`config.mk`:
```
export PLATFORM = sky130hd
export DESIGN_NAME = apbspi_sclk_ctrl
export DESIGN_NICKNAME = d
export VERILOG_FILES = /design/src/rtl/apbspi_sclk_ctrl.sv
export SDC_FILE = /design/constraint.sdc
export NUM_CORES = 1
export LEC_CHECK = 0
export CELL_PAD_IN_SITES_DETAIL_PLACEMENT = 0
export CELL_PAD_IN_SITES_GLOBAL_PLACEMENT = 2
export CORE_ASPECT_RATIO = 0.7
export CORE_MARGIN = 3
export CORE_UTILIZATION = 34
export DETAILED_ROUTE_END_ITERATION = 8
export PLACE_DENSITY_LB_ADDON = 0.1
export REMOVE_ABC_BUFFERS = 1
export SLEW_MARGIN = 10
export SYNTH_ARGS = -nofsm -noshare
export SYNTH_HDL_FRONTEND = slang
export SYNTH_SLANG_ARGS = --single-unit
```
`constraint.sdc`:
```
create_clock -name clk -period 2.52 [get_ports clk]
set_input_delay 0.378 -clock clk [delete_from_list [all_inputs] [get_ports clk]]
set_output_delay 0.378 -clock clk [all_outputs]
set_load 0.1 [all_outputs]
```
`src/rtl/apbspi_sclk_ctrl.sv`:
```
// SPI serial-clock sequencer: latches divider/mode/length on start, drives SCLK, CS_n and sample/shift strobes.
// Latency: first SCLK edge (div+1) clk cycles after the accepting edge; done pulses on the final edge.
// Backpressure: none; start is ignored while busy, abort ends a transfer at the next clk edge without done.
module apbspi_sclk_ctrl #(
  parameter int DIV_W = 8,
  parameter int LEN_W = 5
) (
  input  logic             clk,
  input  logic             rst_n,
  input  logic             start,
  input  logic             abort,
  input  logic [DIV_W-1:0] div,
  input  logic [LEN_W-1:0] len,
  input  logic             cpol,
  input  logic             cpha,
  output logic             sclk,
  output logic             cs_n,
  output logic             sample_en,
  output logic             shift_en,
  output logic             busy,
  output logic             done
);

  // Edge counter must reach 2*(len+1) = 2^(LEN_W+1) without wrapping.
  localparam int ECNT_W = LEN_W + 2;

  typedef enum logic {
    IDLE = 1'b0,
    RUN  = 1'b1
  } state_t;

  state_t              state_q, state_d;
  logic [DIV_W-1:0]    div_l_q, div_l_d;
  logic [LEN_W-1:0]    len_l_q, len_l_d;
  logic                cpol_l_q, cpol_l_d;
  logic                cpha_l_q, cpha_l_d;
  logic [DIV_W-1:0]    hcnt_q, hcnt_d;
  logic [ECNT_W-1:0]   ecnt_q, ecnt_d;
  logic                sclk_q, sclk_d;
  logic                cs_n_q, cs_n_d;
  logic                sample_q, sample_d;
  logic                shift_q, shift_d;
  logic                busy_q, busy_d;
  logic                done_q, done_d;

  logic [ECNT_W-1:0]   ecnt_nxt;
  logic [ECNT_W-1:0]   last_edge;
  logic                leading;

  // Edge bookkeeping: the edge about to happen, whether it is the last one, and its polarity.
  always_comb begin
    ecnt_nxt  = ecnt_q + ECNT_W'(1);
    last_edge = {1'b0, len_l_q, 1'b0} + ECNT_W'(2);
    leading   = ecnt_nxt[0];
  end

  // Next-state and registered-output logic; strobes and done default low so they are single-cycle.
  always_comb begin
    state_d  = state_q;
    div_l_d  = div_l_q;
    len_l_d  = len_l_q;
    cpol_l_d = cpol_l_q;
    cpha_l_d = cpha_l_q;
    hcnt_d   = hcnt_q;
    ecnt_d   = ecnt_q;
    sclk_d   = sclk_q;
    cs_n_d   = cs_n_q;
    busy_d   = busy_q;
    sample_d = 1'b0;
    shift_d  = 1'b0;
    done_d   = 1'b0;

    case (state_q)
      IDLE: begin
        sclk_d = cpol;
        cs_n_d = 1'b1;
        busy_d = 1'b0;
        // abort in the same cycle suppresses the start
        if (start && !abort) begin
          div_l_d  = div;
          len_l_d  = len;
          cpol_l_d = cpol;
          cpha_l_d = cpha;
          hcnt_d   = '0;
          ecnt_d   = '0;
          busy_d   = 1'b1;
          cs_n_d   = 1'b0;
          state_d  = RUN;
        end
      end

      RUN: begin
        if (abort) begin
          // abort wins over a coincident SCLK edge: no strobes, no done
          state_d = IDLE;
          busy_d  = 1'b0;
          cs_n_d  = 1'b1;
          sclk_d  = cpol_l_q;
        end else if (hcnt_q == div_l_q) begin
          hcnt_d = '0;
          ecnt_d = ecnt_nxt;
          sclk_d = ~sclk_q;
          if (cpha_l_q) begin
            shift_d  = leading;
            sample_d = !leading;
          end else begin
            sample_d = leading;
            // no further bit to present after the final trailing edge
            shift_d  = !leading && (ecnt_nxt != last_edge);
          end
          if (ecnt_nxt == last_edge) begin
            // even toggle count leaves sclk back at cpol_l
            busy_d  = 1'b0;
            cs_n_d  = 1'b1;
            done_d  = 1'b1;
            state_d = IDLE;
          end
        end else begin
          hcnt_d = hcnt_q + DIV_W'(1);
        end
      end

      default: state_d = IDLE;
    endcase
  end

  // State and output registers with asynchronous reset to the idle values.
  always_ff @(posedge clk or negedge rst_n) begin
    if (!rst_n) begin
      state_q  <= IDLE;
      div_l_q  <= '0;
      len_l_q  <= '0;
      cpol_l_q <= 1'b0;
      cpha_l_q <= 1'b0;
      hcnt_q   <= '0;
      ecnt_q   <= '0;
      sclk_q   <= 1'b0;
      cs_n_q   <= 1'b1;
      sample_q <= 1'b0;
      shift_q  <= 1'b0;
      busy_q   <= 1'b0;
      done_q   <= 1'b0;
    end else begin
      state_q  <= state_d;
      div_l_q  <= div_l_d;
      len_l_q  <= len_l_d;
      cpol_l_q <= cpol_l_d;
      cpha_l_q <= cpha_l_d;
      hcnt_q   <= hcnt_d;
      ecnt_q   <= ecnt_d;
      sclk_q   <= sclk_d;
      cs_n_q   <= cs_n_d;
      sample_q <= sample_d;
      shift_q  <= shift_d;
      busy_q   <= busy_d;
      done_q   <= done_d;
    end
  end

  assign sclk      = sclk_q;
  assign cs_n      = cs_n_q;
  assign sample_en = sample_q;
  assign shift_en  = shift_q;
  assign busy      = busy_q;
  assign done      = done_q;

endmodule

```
== Word-level counts from Yosys, hierarchy flattened ==
Cells that the tools add are included.
Word-level totals
  bits in registers: 37
  output and inout bits: 6
  word-level logic and storage cells: 71
Operators by class
  add/sub/neg operators: 3
  equal/unequal tests: 8
  multiplexer cells: 37
  bitwise gates (word level): 2
  reduce and logical (&&, ||, !) cells: 8
Operators by type and width (number)
  two-way mux 1 bit: 25
  two-way mux 8 bit: 3
  two-way mux 7 bit: 3
  case mux 8 bit (2 select lines): 1
  case mux 7 bit (2 select lines): 1
  adder 8 x 1 -> 8 bit (second input constant): 1
  == test 8 bit: 1
  case mux 1 bit (2 select lines): 4
  adder 6 x 2 -> 7 bit (second input constant): 1
  adder 7 x 1 -> 7 bit (second input constant): 1
  == test 7 bit: 1
  inequality test 7 bit: 1
  inequality test 3 x 2 -> 1 bit (second input constant): 2
  AND reduction 2 bit: 3
  inequality test 2 bit (second input constant): 2
  AND reduction 3 bit: 1
  logical AND 1 bit: 2
  zero test 1 bit: 2
  inequality test 2 x 1 -> 1 bit (second input constant): 1
  inverter 1 bit: 2

== Depth between registers and ports, before layout ==
  depth in word-level cells: 7
  gate-level depth with buffers: 7

== Worst setup path before layout ==
No wires, ideal clock.
  kind: register to register
  start point: reg ecnt_q[1]
  end point: reg cs_n_q (netlist: cs_n)
  setup time: 0.078 ns
  data arrival time: 1.692 ns
  required time: 2.442 ns
  path slack: 0.751 ns
  cell stages (with the launch flop): 8
  buffers on the path: 0
  clock period less this slack: 1.769 ns
  path through: dfrtp_1 -> ha_1 -> and3_4 -> and3_4 -> xor3_1 -> nand4_2 -> o21ai_2 -> o21a_1
Between the ends
  longest elaborated chain between the ends: 4
RTL lines
  from (decl): line 38  | logic [ECNT_W-1:0] ecnt_q, ecnt_d;
  from (signal assigned): line 150  | ecnt_q <= ecnt_d;
  adder 7 x 1 -> 7 bit: line 52  | ecnt_nxt = ecnt_q + ECNT_W'(1);
  == test 7 bit: line 111  | if (ecnt_nxt == last_edge) begin
  inequality test 3 x 2 -> 1 bit (no source line)
  AND reduction 2 bit (no source line)
  to (signal assigned): line 152  | cs_n_q <= cs_n_d;
  to (decl): line 40  | logic cs_n_q, cs_n_d;
Every way passes these cells.
A chain may end at the register's enable or synchronous reset.

== Worst setup path in the final report ==
  start point: reg hcnt_q[1]
  end point: reg ecnt_q[2]
Between the ends
  longest elaborated chain between the ends: 3
RTL lines
  from (decl): line 37  | logic [DIV_W-1:0] hcnt_q, hcnt_d;
  from (signal assigned): line 149  | hcnt_q <= hcnt_d;
  == test 8 bit: line 99  | end else if (hcnt_q == div_l_q) begin
  inequality test 2 x 1 -> 1 bit (no source line)
  AND reduction 3 bit (no source line)
Every way passes these cells.

==> PnR_summary.wiki <==
{| class="wikitable"
! Metric !! Value
|-
| Die extent in x || 94.89 µm
|-
| Total overflow reported by the global router || 0
|-
| Total die area || 6474 µm²
|-
| Worst-margin pin slew || 0.6204 ns
|-
| Core Region || 5045 µm²
|-
| Count of endpoints failing hold in the final timing report || 0
|-
| Part of the total power dissipated in the clock network || 33.1%
|-
| Count of antenna-violating nets left after detailed routing || 0
|-
| Total global routing track utilization || 13.25%
|-
| Max stage delay on crit path || 0.53 ns
|-
| Ports placed on the boundary || 25
|-
| Most frequent CP cell || sky130_fd_sc_hd__o21ai_0
|-
| Antenna violations before repair || 0
|-
| CTS Hold Buffers Added || 0
|-
| Power density cells || 679.1 nW/µm²
|-
| Netlist area before placement || 1881 µm²
|-
| Area share of the largest cell type after synthesis || 47.90%
|-
| Wire length of the first global-routing pass || 6534 µm
|-
| Post-CTS setup buffer count || 0
|-
| Vias in the first global route || 1,370
|-
| Antenna fix cells || 0
|-
| Synthesis warning total || 0
|-
| Total number of placement rows || 21
|-
| Clock tree from TritonCTS || built
|-
| Routability cong. || 0.7991
|-
| Pin count of the biggest net entering global routing || 38
|-
| Maximum buffer depth of the clock tree || 2
|-
| Instance area after placement || 2196 µm²
|-
| Static leakage || 0.001139 µW
|-
| Number of synthesized register bits || 37
|-
| Number of buffers created by CTS || 5
|-
| Result of the run || complete, no violations
|-
| Post-Synthesis Cells || 194
|-
| H-Tree Depth || 2
|-
| Final Skew || 0.007045 ns
|-
| Remaining max-slew budget at the tightest pin || 58.54%
|-
| Sequential Power Share || 46.1%
|-
| Via count || 1,371
|-
| Cell chosen for the clock root || sky130_fd_sc_hd__clkbuf_8
|-
| Startpoint-to-endpoint class of the critical path || flip-flop to flip-flop
|-
| Clock Sink Count || 37
|-
| Top cell family by delay on the critical path || simple AND/OR/NAND/NOR gates
|-
| Skew-Pair Late Insertion Delay || 0.28 ns
|-
| Switching fraction of total power || 29.40%
|-
| Signal arrival time at the worst endpoint || 2.32 ns
|-
| Share of synthesized area occupied by flip-flops and latches || 49.30%
|-
| Setup Viol. Count Final || 0
|-
| Number of cells in the design after placement || 285
|-
| Highest attainable clock frequency || 461.7 MHz
|-
| Highest ir drop seen on vdd || 0.2312 mV
|-
| Non-filler instance count after layout || 293
|-
| Crit-path max FO || 8
|-
| Cell type of the slowest stage on the worst timing path || sky130_fd_sc_hd__nor4_1
|-
| Initial cell density of the core || 37.28%
|-
| Routed len/inst || 13.08 µm
|-
| Post-synth cell types || 34
|-
| Setup TNS after final layout || 0 ns
|-
| Fraction of layout cells with a size suffix above 1 || 11.61%
|-
| Power Internal || 1108 µW
|-
| Most common library cell in the layout ignoring fill and taps || sky130_fd_sc_hd__nand2_1
|-
| Path category of the worst min-delay check || flip-flop to flip-flop
|-
| Post-layout util || 45.81%
|-
| Clock-pin transition on the worst setup and hold timing paths || 0.08 ns
|-
| Most used cells in the layout excluding fill and tap cells || sky130_fd_sc_hd__nand2_1 (55), sky130_fd_sc_hd__dfrtp_1 (36), sky130_fd_sc_hd__clkdlybuf4s50_1 (18)
|-
| Vertical extent of the die || 68.23 µm
|-
| Combinational share of power || 20.8%
|-
| Reported net switching power || 461.4 µW
|-
| Layout Nets || 245
|-
| Max-cap violations || 0
|-
| Resized cells post-CTS || 0
|-
| Worst Path Buf+Inv || 0
|-
| Initial drt markers || 82
|-
| Count of TritonRoute iterations in the first routing pass || 4
|-
| Area added between synthesis and finish || 22.89%
|-
| Post-detailed-placement half-perimeter wirelength || 2811 µm
|-
| Worst EP required || 2.68 ns
|-
| DR DRC count || 0
|-
| Post-route fraction of the period consumed by the critical path || 85.95%
|-
| Worst Setup End Kind || flip-flop
|-
| Cell types with the largest area share after synthesis || sky130_fd_sc_hd__dfrtp_1 (48%), sky130_fd_sc_hd__nand2_1 (11%), sky130_fd_sc_hd__xor2_1 (6.1%), sky130_fd_sc_hd__o21ai_0 (4.0%), sky130_fd_sc_hd__xnor2_1 (3.7%)
|-
| Post-Syn Area per Cell || 9.694 µm²
|-
| Post-layout minimum cycle time || 2.166 ns
|-
| Per-cell via count in the routed design || 4.679
|-
| Tightest hold margin || 0.4896 ns
|-
| Quantity of I/O buffers inserted on ports || 24
|-
| Post-route cell area || 2311 µm²
|-
| Routed wire length || 3832 µm
|-
| Unrepaired setup endpoints after global routing || false
|-
| Max Transition Viols Final || 0
|-
| Cell type with the highest aggregate area in the netlist || sky130_fd_sc_hd__dfrtp_1
|-
| Category of the worst setup path launch point || flip-flop
|-
| Critical-path cell list || xor2_1 -> nor4_1 -> nand2_1 -> a21o_1 -> o21ai_0 -> o21ai_0
|}
-- worst min-delay path, cell delays in order (launching register included) --
cell	delay, ns
sky130_fd_sc_hd__dfrtp_1	0.35
sky130_fd_sc_hd__nand2_1	0.05
sky130_fd_sc_hd__nand2_1	0.06
-- layout make-up --
type	instances	area [µm²]
fillers	521	2734
flip-flops and latches	37	927.1
multi-input cells	150	927.1
repair buffers	27	247.7
well taps	69	86.33
clock buffers	5	68.82
clock inverters	3	46.29
inverters	2	7.507
-- per-layer routing --
layer	track usage, %	part of all wire, %	wire length (µm)
met5	0	0	0
met4	2.158	0.18	7
met1	19.35	55	2117
met3	4.396	4.5	172
met2	19.32	40	1535
-- cells by family (layout without fill, tap and decap cells) --
kind of cell | after synthesis | count (layout) | synth area share [%]
multiplexers | 1 | 1 | 0.5988
buffers and inverters | 7 | 37 | 1.397
flip-flops | 37 | 37 | 49.30
AND/OR/NAND/NOR | 94 | 94 | 24.09
adder cells (fa/ha/maj) | 3 | 3 | 1.996
AO/OA/AOI/OAI | 28 | 28 | 9.181
XOR/XNOR | 24 | 24 | 13.44
-- cell usage after synthesis --
cell / instances
sky130_fd_sc_hd__xnor3_1: 2
sky130_fd_sc_hd__nand2_2: 1
sky130_fd_sc_hd__nor2b_1: 3
sky130_fd_sc_hd__nand2_1: 55
sky130_fd_sc_hd__mux2_2: 1
sky130_fd_sc_hd__and2_1: 2
sky130_fd_sc_hd__dfstp_2: 1
sky130_fd_sc_hd__o31ai_1: 2
sky130_fd_sc_hd__a21o_1: 5
sky130_fd_sc_hd__clkbuf_1: 5
sky130_fd_sc_hd__nand4_2: 1
sky130_fd_sc_hd__nand3_1: 7
sky130_fd_sc_hd__o21ai_0: 15
sky130_fd_sc_hd__dfrtp_1: 36
sky130_fd_sc_hd__nand3b_1: 1
sky130_fd_sc_hd__inv_1: 2
sky130_fd_sc_hd__xor3_1: 1
sky130_fd_sc_hd__xnor2_1: 8
sky130_fd_sc_hd__a21oi_1: 1
sky130_fd_sc_hd__a22o_1: 1
sky130_fd_sc_hd__nor3b_1: 4
sky130_fd_sc_hd__nor2_1: 7
sky130_fd_sc_hd__o21ai_2: 1
sky130_fd_sc_hd__nor4_1: 1
sky130_fd_sc_hd__and3_1: 6
sky130_fd_sc_hd__ha_1: 3
sky130_fd_sc_hd__and3_4: 2
sky130_fd_sc_hd__nand2b_1: 2
sky130_fd_sc_hd__o21ai_1: 1
sky130_fd_sc_hd__a32o_1: 1
sky130_fd_sc_hd__or2_2: 1
sky130_fd_sc_hd__nor4_2: 1
sky130_fd_sc_hd__xor2_1: 13
sky130_fd_sc_hd__o21a_1: 1
-- state kept, by name, summed over array words and instances (netlist names), 5 cells and up --
register,count
div_l_q,8
hcnt_q,8
ecnt_q,7
len_l_q,5
-- per-stage QoR --
stage	power (µW)	setup slack (ns)
2_1_floorplan	952.8	0.6637
3_3_place_gp	1058	0.4263
3_5_place_dp	1064	0.3311
4_1_cts	1594	0.3602
5_1_grt	1671	0.1607
6_report	1569	0.3540
-- power groups by stage --
stage	Sequential, µW	Combinational [µW]	Clock [µW]
after floorplan	762	191	0
after global placement	735	323	0
after detailed placement	736	329	0
after CTS	725	332	537
after global routing	738	367	566
final	724	326	519
-- path summary, 6_finish.rpt --
kind,to,cells past startpoint,slack [ns],startpoint
max,ecnt_q[2]$_DFFE_PN0P_,6,0.35,hcnt_q[1]$_DFFE_PN0P_
min,cpol_l_q$_DFFE_PN0P_,2,0.49,cpol_l_q$_DFFE_PN0P_
max reg2reg,ecnt_q[2]$_DFFE_PN0P_,6,0.35,hcnt_q[1]$_DFFE_PN0P_
min reg2reg,cpol_l_q$_DFFE_PN0P_,2,0.49,cpol_l_q$_DFFE_PN0P_
max in group asynchronous,cs_n$_DFFE_PN1P_,2,1.67,rst_n
min in group asynchronous,div_l_q[3]$_DFFE_PN0P_,2,0.50,rst_n
(Power assumes the default switching activity.)
